<file path="src/rtl/axi_master_pkg.sv">
// Shared FSM state type and AXI encodings for the sample-moving AXI master.
package axi_master_pkg;

  typedef enum logic [2:0] {
    StIdle = 3'd0,
    StAw   = 3'd1,
    StW    = 3'd2,
    StB    = 3'd3,
    StAr   = 3'd4,
    StR    = 3'd5,
    StDone = 3'd6
  } state_e;

  localparam logic [1:0] BURST_INCR = 2'b01;
  localparam logic [2:0] SIZE_2B    = 3'b001;
  localparam logic [2:0] SIZE_4B    = 3'b010;
  localparam logic [1:0] STRB_ALL   = 2'b11;

endpackage

</file>
<file path="src/rtl/axi_sample_master_if.sv">
// AXI write/read channel bundle between the sample master and its slave.
interface axi_sample_master_if #(
  parameter int DATA_WIDTH = 32,
  parameter int ID_WIDTH   = 2
);

  logic [11:0]           o_AWADDR;
  logic [7:0]            o_AWLEN;
  logic [2:0]            o_AWSIZE;
  logic [1:0]            o_AWBURST;
  logic [ID_WIDTH-1:0]   o_AWID;
  logic                  o_AWVALID;
  logic                  i_AWREADY;

  logic [15:0]           o_WDATA;
  logic [1:0]            o_WSTRB;
  logic                  o_WVALID;
  logic                  o_WLAST;
  logic                  i_WREADY;

  logic                  i_BVALID;
  logic [ID_WIDTH-1:0]   i_BID;
  logic                  o_BREADY;

  logic [11:0]           o_ARADDR;
  logic [7:0]            o_ARLEN;
  logic [2:0]            o_ARSIZE;
  logic [1:0]            o_ARBURST;
  logic [ID_WIDTH-1:0]   o_ARID;
  logic                  o_ARVALID;
  logic                  i_ARREADY;

  logic [DATA_WIDTH-1:0] i_RDATA;
  logic [ID_WIDTH-1:0]   i_RID;
  logic                  i_RVALID;
  logic                  i_RLAST;
  logic                  o_RREADY;

  modport master (
    output o_AWADDR, o_AWLEN, o_AWSIZE, o_AWBURST, o_AWID, o_AWVALID,
    input  i_AWREADY,
    output o_WDATA, o_WSTRB, o_WVALID, o_WLAST,
    input  i_WREADY,
    input  i_BVALID, i_BID,
    output o_BREADY,
    output o_ARADDR, o_ARLEN, o_ARSIZE, o_ARBURST, o_ARID, o_ARVALID,
    input  i_ARREADY,
    input  i_RDATA, i_RID, i_RVALID, i_RLAST,
    output o_RREADY
  );

  modport slave (
    input  o_AWADDR, o_AWLEN, o_AWSIZE, o_AWBURST, o_AWID, o_AWVALID,
    output i_AWREADY,
    input  o_WDATA, o_WSTRB, o_WVALID, o_WLAST,
    output i_WREADY,
    output i_BVALID, i_BID,
    input  o_BREADY,
    input  o_ARADDR, o_ARLEN, o_ARSIZE, o_ARBURST, o_ARID, o_ARVALID,
    output i_ARREADY,
    output i_RDATA, i_RID, i_RVALID, i_RLAST,
    input  o_RREADY
  );

endinterface

</file>
<file path="src/rtl/axi_sample_master.sv">
// Streams len+1 16-bit samples out as an AXI write burst, then reads len+1 words
// back and writes each one into the result sink.
module axi_sample_master
  import axi_master_pkg::*;
#(
  parameter int DATA_WIDTH = 32,
  parameter int ID_WIDTH   = 2
) (
  input  logic                  i_clk,
  input  logic                  i_rstn,
  input  logic                  i_start,
  input  logic [7:0]            i_len,
  input  logic [ID_WIDTH-1:0]   i_id,
  output logic [7:0]            o_src_addr,
  input  logic [15:0]           i_src_data,
  output logic                  o_res_we,
  output logic [7:0]            o_res_addr,
  output logic [DATA_WIDTH-1:0] o_res_data,
  axi_sample_master_if.master   m_axi,
  output logic                  o_busy,
  output logic                  o_done,
  output logic                  o_error
);

  state_e              r_state;
  state_e              w_state_nxt;
  logic [7:0]          r_len;
  logic [7:0]          w_len_nxt;
  logic [ID_WIDTH-1:0] r_id;
  logic [ID_WIDTH-1:0] w_id_nxt;
  logic [7:0]          r_beat;
  logic [7:0]          w_beat_nxt;
  logic                r_error;
  logic                w_error_nxt;
  logic                w_last_beat;

  assign w_last_beat = (r_beat == r_len);

  always_ff @(posedge i_clk or negedge i_rstn) begin
    if (!i_rstn) begin
      r_state <= StIdle;
      r_len   <= '0;
      r_id    <= '0;
      r_beat  <= '0;
      r_error <= 1'b0;
    end else begin
      r_state <= w_state_nxt;
      r_len   <= w_len_nxt;
      r_id    <= w_id_nxt;
      r_beat  <= w_beat_nxt;
      r_error <= w_error_nxt;
    end
  end

  // Every output is decoded from registered state, so VALIDs never depend on READYs.
  always_comb begin
    w_state_nxt = r_state;
    w_len_nxt   = r_len;
    w_id_nxt    = r_id;
    w_beat_nxt  = r_beat;
    w_error_nxt = r_error;

    m_axi.o_AWADDR  = '0;
    m_axi.o_AWLEN   = '0;
    m_axi.o_AWSIZE  = '0;
    m_axi.o_AWBURST = '0;
    m_axi.o_AWID    = '0;
    m_axi.o_AWVALID = 1'b0;
    m_axi.o_WDATA   = '0;
    m_axi.o_WSTRB   = '0;
    m_axi.o_WVALID  = 1'b0;
    m_axi.o_WLAST   = 1'b0;
    m_axi.o_BREADY  = 1'b0;
    m_axi.o_ARADDR  = '0;
    m_axi.o_ARLEN   = '0;
    m_axi.o_ARSIZE  = '0;
    m_axi.o_ARBURST = '0;
    m_axi.o_ARID    = '0;
    m_axi.o_ARVALID = 1'b0;
    m_axi.o_RREADY  = 1'b0;
    o_src_addr      = '0;
    o_res_we        = 1'b0;
    o_res_addr      = '0;
    o_res_data      = '0;
    o_done          = 1'b0;

    unique case (r_state)
      StIdle: begin
        if (i_start) begin
          w_len_nxt   = i_len;
          w_id_nxt    = i_id;
          w_error_nxt = 1'b0;
          w_state_nxt = StAw;
        end
      end

      StAw: begin
        m_axi.o_AWVALID = 1'b1;
        m_axi.o_AWLEN   = r_len;
        m_axi.o_AWSIZE  = SIZE_2B;
        m_axi.o_AWBURST = BURST_INCR;
        m_axi.o_AWID    = r_id;
        if (m_axi.i_AWREADY) begin
          w_beat_nxt  = '0;
          w_state_nxt = StW;
        end
      end

      StW: begin
        // The source port is zero-latency, so WDATA follows the beat counter directly.
        o_src_addr     = r_beat;
        m_axi.o_WVALID = 1'b1;
        m_axi.o_WDATA  = i_src_data;
        m_axi.o_WSTRB  = STRB_ALL;
        m_axi.o_WLAST  = w_last_beat;
        if (m_axi.i_WREADY) begin
          if (w_last_beat) begin
            w_state_nxt = StB;
          end else begin
            w_beat_nxt = r_beat + 8'd1;
          end
        end
      end

      StB: begin
        m_axi.o_BREADY = 1'b1;
        if (m_axi.i_BVALID) begin
          if (m_axi.i_BID != r_id) begin
            w_error_nxt = 1'b1;
          end
          w_state_nxt = StAr;
        end
      end

      StAr: begin
        m_axi.o_ARVALID = 1'b1;
        m_axi.o_ARLEN   = r_len;
        m_axi.o_ARSIZE  = SIZE_4B;
        m_axi.o_ARBURST = BURST_INCR;
        m_axi.o_ARID    = r_id;
        if (m_axi.i_ARREADY) begin
          w_beat_nxt  = '0;
          w_state_nxt = StR;
        end
      end

      StR: begin
        m_axi.o_RREADY = 1'b1;
        if (m_axi.i_RVALID) begin
          o_res_we   = 1'b1;
          o_res_addr = r_beat;
          o_res_data = m_axi.i_RDATA;
          // Either RLAST or the local count ends the burst; disagreement is a protocol error.
          if (m_axi.i_RLAST != w_last_beat || m_axi.i_RID != r_id) begin
            w_error_nxt = 1'b1;
          end
          if (m_axi.i_RLAST || w_last_beat) begin
            w_state_nxt = StDone;
          end else begin
            w_beat_nxt = r_beat + 8'd1;
          end
        end
      end

      StDone: begin
        o_done      = 1'b1;
        w_state_nxt = StIdle;
      end

      default: begin
        w_state_nxt = StIdle;
      end
    endcase
  end

  assign o_busy  = (r_state != StIdle);
  assign o_error = r_error;

endmodule

</file>
<file path="src/flat_wrapper.sv">
// flat-port wrapper written by rule: the top's interface ports become plain ports
module axi_sample_master_flat import axi_master_pkg::*;
#(
  parameter int DATA_WIDTH = 32,
  parameter int ID_WIDTH   = 2
)
  (i_clk, i_rstn, i_start, i_len, i_id, o_src_addr, i_src_data, o_res_we, o_res_addr, o_res_data, o_busy, o_done, o_error, m_axi_o_AWADDR, m_axi_o_AWLEN, m_axi_o_AWSIZE, m_axi_o_AWBURST, m_axi_o_AWID, m_axi_o_AWVALID, m_axi_i_AWREADY, m_axi_o_WDATA, m_axi_o_WSTRB, m_axi_o_WVALID, m_axi_o_WLAST, m_axi_i_WREADY, m_axi_i_BVALID, m_axi_i_BID, m_axi_o_BREADY, m_axi_o_ARADDR, m_axi_o_ARLEN, m_axi_o_ARSIZE, m_axi_o_ARBURST, m_axi_o_ARID, m_axi_o_ARVALID, m_axi_i_ARREADY, m_axi_i_RDATA, m_axi_i_RID, m_axi_i_RVALID, m_axi_i_RLAST, m_axi_o_RREADY);
  axi_sample_master_if #(.DATA_WIDTH(DATA_WIDTH), .ID_WIDTH(ID_WIDTH)) m_axi_i ();
  input  logic i_clk;
  input  logic i_rstn;
  input  logic i_start;
  input  logic [7:0] i_len;
  input  logic [ID_WIDTH-1:0] i_id;
  output logic [7:0] o_src_addr;
  input  logic [15:0] i_src_data;
  output logic o_res_we;
  output logic [7:0] o_res_addr;
  output logic [DATA_WIDTH-1:0] o_res_data;
  output logic o_busy;
  output logic o_done;
  output logic o_error;
  output wire logic [$bits(m_axi_i.o_AWADDR)-1:0] m_axi_o_AWADDR;
  output wire logic [$bits(m_axi_i.o_AWLEN)-1:0] m_axi_o_AWLEN;
  output wire logic [$bits(m_axi_i.o_AWSIZE)-1:0] m_axi_o_AWSIZE;
  output wire logic [$bits(m_axi_i.o_AWBURST)-1:0] m_axi_o_AWBURST;
  output wire logic [$bits(m_axi_i.o_AWID)-1:0] m_axi_o_AWID;
  output wire logic [$bits(m_axi_i.o_AWVALID)-1:0] m_axi_o_AWVALID;
  input wire logic [$bits(m_axi_i.i_AWREADY)-1:0] m_axi_i_AWREADY;
  output wire logic [$bits(m_axi_i.o_WDATA)-1:0] m_axi_o_WDATA;
  output wire logic [$bits(m_axi_i.o_WSTRB)-1:0] m_axi_o_WSTRB;
  output wire logic [$bits(m_axi_i.o_WVALID)-1:0] m_axi_o_WVALID;
  output wire logic [$bits(m_axi_i.o_WLAST)-1:0] m_axi_o_WLAST;
  input wire logic [$bits(m_axi_i.i_WREADY)-1:0] m_axi_i_WREADY;
  input wire logic [$bits(m_axi_i.i_BVALID)-1:0] m_axi_i_BVALID;
  input wire logic [$bits(m_axi_i.i_BID)-1:0] m_axi_i_BID;
  output wire logic [$bits(m_axi_i.o_BREADY)-1:0] m_axi_o_BREADY;
  output wire logic [$bits(m_axi_i.o_ARADDR)-1:0] m_axi_o_ARADDR;
  output wire logic [$bits(m_axi_i.o_ARLEN)-1:0] m_axi_o_ARLEN;
  output wire logic [$bits(m_axi_i.o_ARSIZE)-1:0] m_axi_o_ARSIZE;
  output wire logic [$bits(m_axi_i.o_ARBURST)-1:0] m_axi_o_ARBURST;
  output wire logic [$bits(m_axi_i.o_ARID)-1:0] m_axi_o_ARID;
  output wire logic [$bits(m_axi_i.o_ARVALID)-1:0] m_axi_o_ARVALID;
  input wire logic [$bits(m_axi_i.i_ARREADY)-1:0] m_axi_i_ARREADY;
  input wire logic [$bits(m_axi_i.i_RDATA)-1:0] m_axi_i_RDATA;
  input wire logic [$bits(m_axi_i.i_RID)-1:0] m_axi_i_RID;
  input wire logic [$bits(m_axi_i.i_RVALID)-1:0] m_axi_i_RVALID;
  input wire logic [$bits(m_axi_i.i_RLAST)-1:0] m_axi_i_RLAST;
  output wire logic [$bits(m_axi_i.o_RREADY)-1:0] m_axi_o_RREADY;
  assign m_axi_o_AWADDR = m_axi_i.o_AWADDR;
  assign m_axi_o_AWLEN = m_axi_i.o_AWLEN;
  assign m_axi_o_AWSIZE = m_axi_i.o_AWSIZE;
  assign m_axi_o_AWBURST = m_axi_i.o_AWBURST;
  assign m_axi_o_AWID = m_axi_i.o_AWID;
  assign m_axi_o_AWVALID = m_axi_i.o_AWVALID;
  assign m_axi_i.i_AWREADY = m_axi_i_AWREADY;
  assign m_axi_o_WDATA = m_axi_i.o_WDATA;
  assign m_axi_o_WSTRB = m_axi_i.o_WSTRB;
  assign m_axi_o_WVALID = m_axi_i.o_WVALID;
  assign m_axi_o_WLAST = m_axi_i.o_WLAST;
  assign m_axi_i.i_WREADY = m_axi_i_WREADY;
  assign m_axi_i.i_BVALID = m_axi_i_BVALID;
  assign m_axi_i.i_BID = m_axi_i_BID;
  assign m_axi_o_BREADY = m_axi_i.o_BREADY;
  assign m_axi_o_ARADDR = m_axi_i.o_ARADDR;
  assign m_axi_o_ARLEN = m_axi_i.o_ARLEN;
  assign m_axi_o_ARSIZE = m_axi_i.o_ARSIZE;
  assign m_axi_o_ARBURST = m_axi_i.o_ARBURST;
  assign m_axi_o_ARID = m_axi_i.o_ARID;
  assign m_axi_o_ARVALID = m_axi_i.o_ARVALID;
  assign m_axi_i.i_ARREADY = m_axi_i_ARREADY;
  assign m_axi_i.i_RDATA = m_axi_i_RDATA;
  assign m_axi_i.i_RID = m_axi_i_RID;
  assign m_axi_i.i_RVALID = m_axi_i_RVALID;
  assign m_axi_i.i_RLAST = m_axi_i_RLAST;
  assign m_axi_o_RREADY = m_axi_i.o_RREADY;
  axi_sample_master #(.DATA_WIDTH(DATA_WIDTH), .ID_WIDTH(ID_WIDTH)) u_core (.i_clk(i_clk), .i_rstn(i_rstn), .i_start(i_start), .i_len(i_len), .i_id(i_id), .o_src_addr(o_src_addr), .i_src_data(i_src_data), .o_res_we(o_res_we), .o_res_addr(o_res_addr), .o_res_data(o_res_data), .m_axi(m_axi_i), .o_busy(o_busy), .o_done(o_done), .o_error(o_error));
endmodule
</file>
<file path="config.mk">
export PLATFORM = sky130hd
export DESIGN_NAME = axi_sample_master_flat
export DESIGN_NICKNAME = d
export VERILOG_FILES = /design/src/rtl/axi_master_pkg.sv /design/src/rtl/axi_sample_master_if.sv /design/src/rtl/axi_sample_master.sv /design/src/flat_wrapper.sv
export SDC_FILE = /design/constraint.sdc
export NUM_CORES = 1
export LEC_CHECK = 0
export ABC_AREA = 1
export CELL_PAD_IN_SITES_DETAIL_PLACEMENT = 1
export CELL_PAD_IN_SITES_GLOBAL_PLACEMENT = 2
export CORE_ASPECT_RATIO = 1.5
export CORE_MARGIN = 5
export CORE_UTILIZATION = 15
export DETAILED_ROUTE_END_ITERATION = 8
export PLACE_DENSITY_LB_ADDON = 0.1
export SKIP_LAST_GASP = 1
export SLEW_MARGIN = 5
export SYNTH_ARGS = -nofsm -noshare
export SYNTH_HDL_FRONTEND = slang
export SYNTH_SLANG_ARGS = --single-unit
</file>
<file path="constraint.sdc">
create_clock -name i_clk -period 2.9 [get_ports i_clk]
set_clock_uncertainty 0.05 [all_clocks]
set_input_delay 0.58 -clock i_clk [delete_from_list [all_inputs] [get_ports i_clk]]
set_output_delay 0.58 -clock i_clk [all_outputs]
set_load 0.005 [all_outputs]
</file>
# ---- After elaboration in Yosys (flattened, before gate mapping)
# Cells that the tools add are included.
dict set report word_totals {
  input_bits 71
  elab_cells 84
  regBits 22
  out_inout_bits 130
}
dict set report op_classes {
  reduce_logical 10
  n_addsub 1
  eq_ne 22
  n_mux 46
}
# operator n
set op_table {}
lappend op_table {{8-bit 2-to-1 mux} 11}
lappend op_table {{32-bit 2-to-1 mux} 2}
lappend op_table {{8-bit one-hot mux with 4 select lines} 1}
lappend op_table {{3-bit 2-to-1 mux} 8}
lappend op_table {{3-bit one-hot mux with 6 select lines} 1}
lappend op_table {{1-bit 2-to-1 mux} 17}
lappend op_table {{16-bit 2-to-1 mux} 1}
lappend op_table {{2-bit inequality test (second input constant)} 8}
lappend op_table {{3-bit equality test (second input constant)} 3}
lappend op_table {{8-bit by 1-bit adder with 8-bit output (second input constant)} 1}
lappend op_table {{8-bit equality test} 1}
lappend op_table {{2-bit 2-to-1 mux} 4}
lappend op_table {{2-bit by 1-bit inequality test with 1-bit output (second input constant)} 4}
lappend op_table {{8-bit AND reduction} 1}
lappend op_table {{7-bit AND reduction} 1}
lappend op_table {{3-bit by 2-bit equality test with 1-bit output (second input constant)} 2}
lappend op_table {{6-bit AND reduction} 1}
lappend op_table {{3-bit nonzero test} 2}
lappend op_table {{2-bit inequality test} 2}
lappend op_table {{4-bit nonzero test} 1}
lappend op_table {{3-bit by 1-bit equality test with 1-bit output (second input constant)} 1}
lappend op_table {{3-bit logical NOT} 1}
lappend op_table {{1-bit one-hot mux with 3 select lines} 1}
lappend op_table {{1-bit logical OR} 2}
lappend op_table {{other kinds (2)} 2}

# ---- Depth between registers and ports, before layout
dict set report logic_depth {
  depth_word 6
  depth_mapped 13
  depth_no_buf 13
}

# ---- Worst setup path before layout
# Ideal clock, no wire load.
dict set report synth_path {
  path_kind {input -> output}
  start {input m_axi_i_RVALID}
  end {output o_res_data[10]}
  path_buffers 2
  t_arrival_ps 1242
  setup_slack_ps 1028
  cell_stages 4
  required_time_ps 2270
  cell_sequence {clkbuf_1 clkbuf_1 nand2_1 nor2_1}
}
dict set report synth_via {
  elab_chain_cells 2
}
# element line_no
set synth_lines {}
lappend synth_lines {{from (decl)} flat_wrapper.sv:46} ;# input wire logic [$bits(m_axi_i.i_RVALID)-1:0] m_axi_i_RVALID;
lappend synth_lines {{32-bit 2-to-1 mux} axi_sample_master.sv:149} ;# if (m_axi.i_RVALID) begin
lappend synth_lines {{32-bit 2-to-1 mux} axi_sample_master.sv:87} ;# unique case (r_state)
lappend synth_lines {{to (decl)} flat_wrapper.sv:18} ;# output logic [DATA_WIDTH-1:0] o_res_data;
# No other way between the ends.

# ---- Final worst setup path
dict set report layout_path {
  start {input m_axi_i_RVALID}
  end {output o_res_addr[7]}
}
dict set report layout_via {
  elab_chain_cells 2
}
# element line_no
set layout_lines {}
lappend layout_lines {{8-bit 2-to-1 mux} axi_sample_master.sv:149}
lappend layout_lines {{8-bit 2-to-1 mux} axi_sample_master.sv:87}
lappend layout_lines {{to (decl)} flat_wrapper.sv:17} ;# output logic [7:0] o_res_addr;
# No other way between the ends.

==> impl_metrics.ini <==
[setup_path]
path_class = primary input to primary output
arrival_ns = 2.14
endpoint_kind = primary output
slowest_stage = clkdlybuf4s50_1
reg2reg_setup_slack_ns = 0.71
worstPathRequired_ns = 2.27
critPathMaxFanout = 9
cp_common_cell = clkdlybuf4s50_1
start_kind = primary input
cp_cell_sequence = clkdlybuf4s50_1, nand2_1, nor2_1, clkdlybuf4s50_1
critical_path.max_stage_delay_ns = 0.53

[synth]
synthArstFlopShare = 1.00
synth_common_cells = nor2_1, nand2_1, inv_1
synthMostInstantiatedCell = nor2_1
synth_warnings = 0
syn_inst = 406
synth_cell_types = 28
postSynthAreaPerCell_um2 = 5.81
synth_top_area_share = 0.233
synth_seq_cells = 22
synth-edff-count = 0
synth_largest_area_cell = dfrtp_1
synth.yosys.seq_area_share = 0.233
synthFlopType = dfrtp_1
synth_area_um2 = 2360
synth_area_leaders = dfrtp_1, nor2_1, nand2_1, buf_4, inv_1

[die]
pin_count = 201
fp.coreArea_um2 = 15600
die_x_um = 112
start_util = 0.152
rows = 56
die_y_um = 164
dieArea_um2 = 18400

[cells_and_area]
fin_nets = 640
fin_util = 0.273
antenna_cells = 0
final_layout_size_suffix_gt1_frac = 0.0636
syn_to_final_growth_pct = 80.3

[cts]
cts_buffers = 3
clock_sinks = 22
htree_num_levels = 1
postCtsSetupBuffers = 0
clkTransAtPathRegs_ns = 0.06
cts_tree = yes
cts_buffer_depth = 2
clockRootBuffer = clkbuf_16
insertion_delay_ns = 0.26
cts_hold_buf = 0
postCtsResizedCells = 0

[power_and_ir_drop]
p_per_area_nw_per_um2 = 616
total_power_mw = 2.62
power.leakage_nw = 1.95
ir_drop_mv = 0.212

[placed_design]
hpwl_um = 9140
place_congestion = 0.702
pre_cts_ws_ns = 0.0892
portBuffers = 170

[sta]
period_share = 0.955
slew_violations = 0
hold_viol_final = 0
fmax_mhz = 361
setup_violations = 0
hold_slack_ns = 0.427
post-route-min-period_ns = 2.77
grt_setup_unrepaired = false
setup_slack_ns = 0.131
fin_tns_setup_ns = 0

[drt]
wl_per_cell_um = 14.2
drcViolationCount = 0
dr_total_vias = 2881
first_pass_iters = 4
drt-initial-drc-count = 74
vias_per_cell = 3.75
drt_wl_total_um = 10900
ant_nets = 0

[grt]
grt_pass1_vias = 3206
grt_pass1_wl_um = 16700
overflow = 0
grt_max_degree = 23
grt.total_usage = 0.113
antenna_found_initial = 0

[hold_path]
min_path_type = flop to flop

[job]
cap_violations = 0

[status]
outcome = finished clean
cell type report:
type / count / area [um2]
Sequential cell: 22 / 552
Fill cell: 1993 / 11300
Inverter: 54 / 203
Clock buffer: 3 / 75.1
Multi-Input combinational cell: 306 / 1360
Timing Repair Buffer: 180 / 1780
Clock inverter: 1 / 30.0
Tap cell: 203 / 254
through the flow:
stage	instances	area [um2]
finish	769	4250
CTS	769	4250
global placement	765	4150
detailed placement	765	4150
floorplan	435	2470
global route	769	4250
path summary, 6_finish.rpt:
| check | from | end | cells after the start |
|---|---|---|---|
| worst max-delay path | m_axi_i_RVALID | o_res_addr[7] | 4 |
| worst min-delay path | u_core.o_error | u_core.o_error | 2 |
| worst max register to register | u_core.r_beat[4] | u_core.o_error | 12 |
| worst min register to register | u_core.o_error | u_core.o_error | 2 |
| max in group asynchronous | i_rstn | u_core.r_state[0] | 2 |
| min in group asynchronous | i_rstn | u_core.r_len[5] | 2 |
registers in the layout, summed over array words and instances, names as in the netlist:
register	count
u_core.r_beat	8
u_core.r_len	8
u_core.r_state	3
u_core.r_id	2
u_core.o_error	1
metal layers:
layer,track usage,vias up,part of all wire
met5,0,-,0
met4,0.0164,0,0.0053
met3,0.0352,4,0.080
met2,0.227,119,0.55
met1,0.115,1299,0.37
li1,-,1459,-
report_power, final:
group          internal (mW)  total [mW]  switching (mW)
Clock                  0.275       0.399           0.124
Sequential             0.409       0.516           0.107
Combinational          0.788        1.71           0.919
Total                   1.47        2.62            1.15
cell usage in the layout (no fill, tap or decap), drive strengths merged:
cell           netlist  routed
nand3               25      25
nor3b                1       1
dfrtp               22      22
buf                 41      10
xnor2                5       5
o21bai               1       1
clkbuf              12       3
a21oi               13      13
nand4                2       2
clkdlybuf4s50        0     170
nor3                 2       2
nand3b               3       3
nor2               114     114
nand2              105     105
bufinv               0       1
xor2                 2       2
conb                 1      30
ha                   2       2
o21ai                1       1
inv                 54      54
critical path: cells and delay by family:
family / cells / cell delay (ns)
buffers and inverters: 2 / 1.05
AND/OR/NAND/NOR: 2 / 0.51
cell families (layout without fill, tap and decap cells):
kind of cell | Yosys count | count (layout) | share of synthesized area
AO/OA/AOI/OAI | 15 | 15 | 0.0345
XOR/XNOR | 7 | 7 | 0.0260
adder cells (fa/ha/maj) | 2 | 2 | 0.0106
buffers and inverters | 107 | 238 | 0.236
flip-flops | 22 | 22 | 0.233
other | 1 | 30 | 0.00159
AND/OR/NAND/NOR | 252 | 252 | 0.458
(Power assumes the default switching activity.)
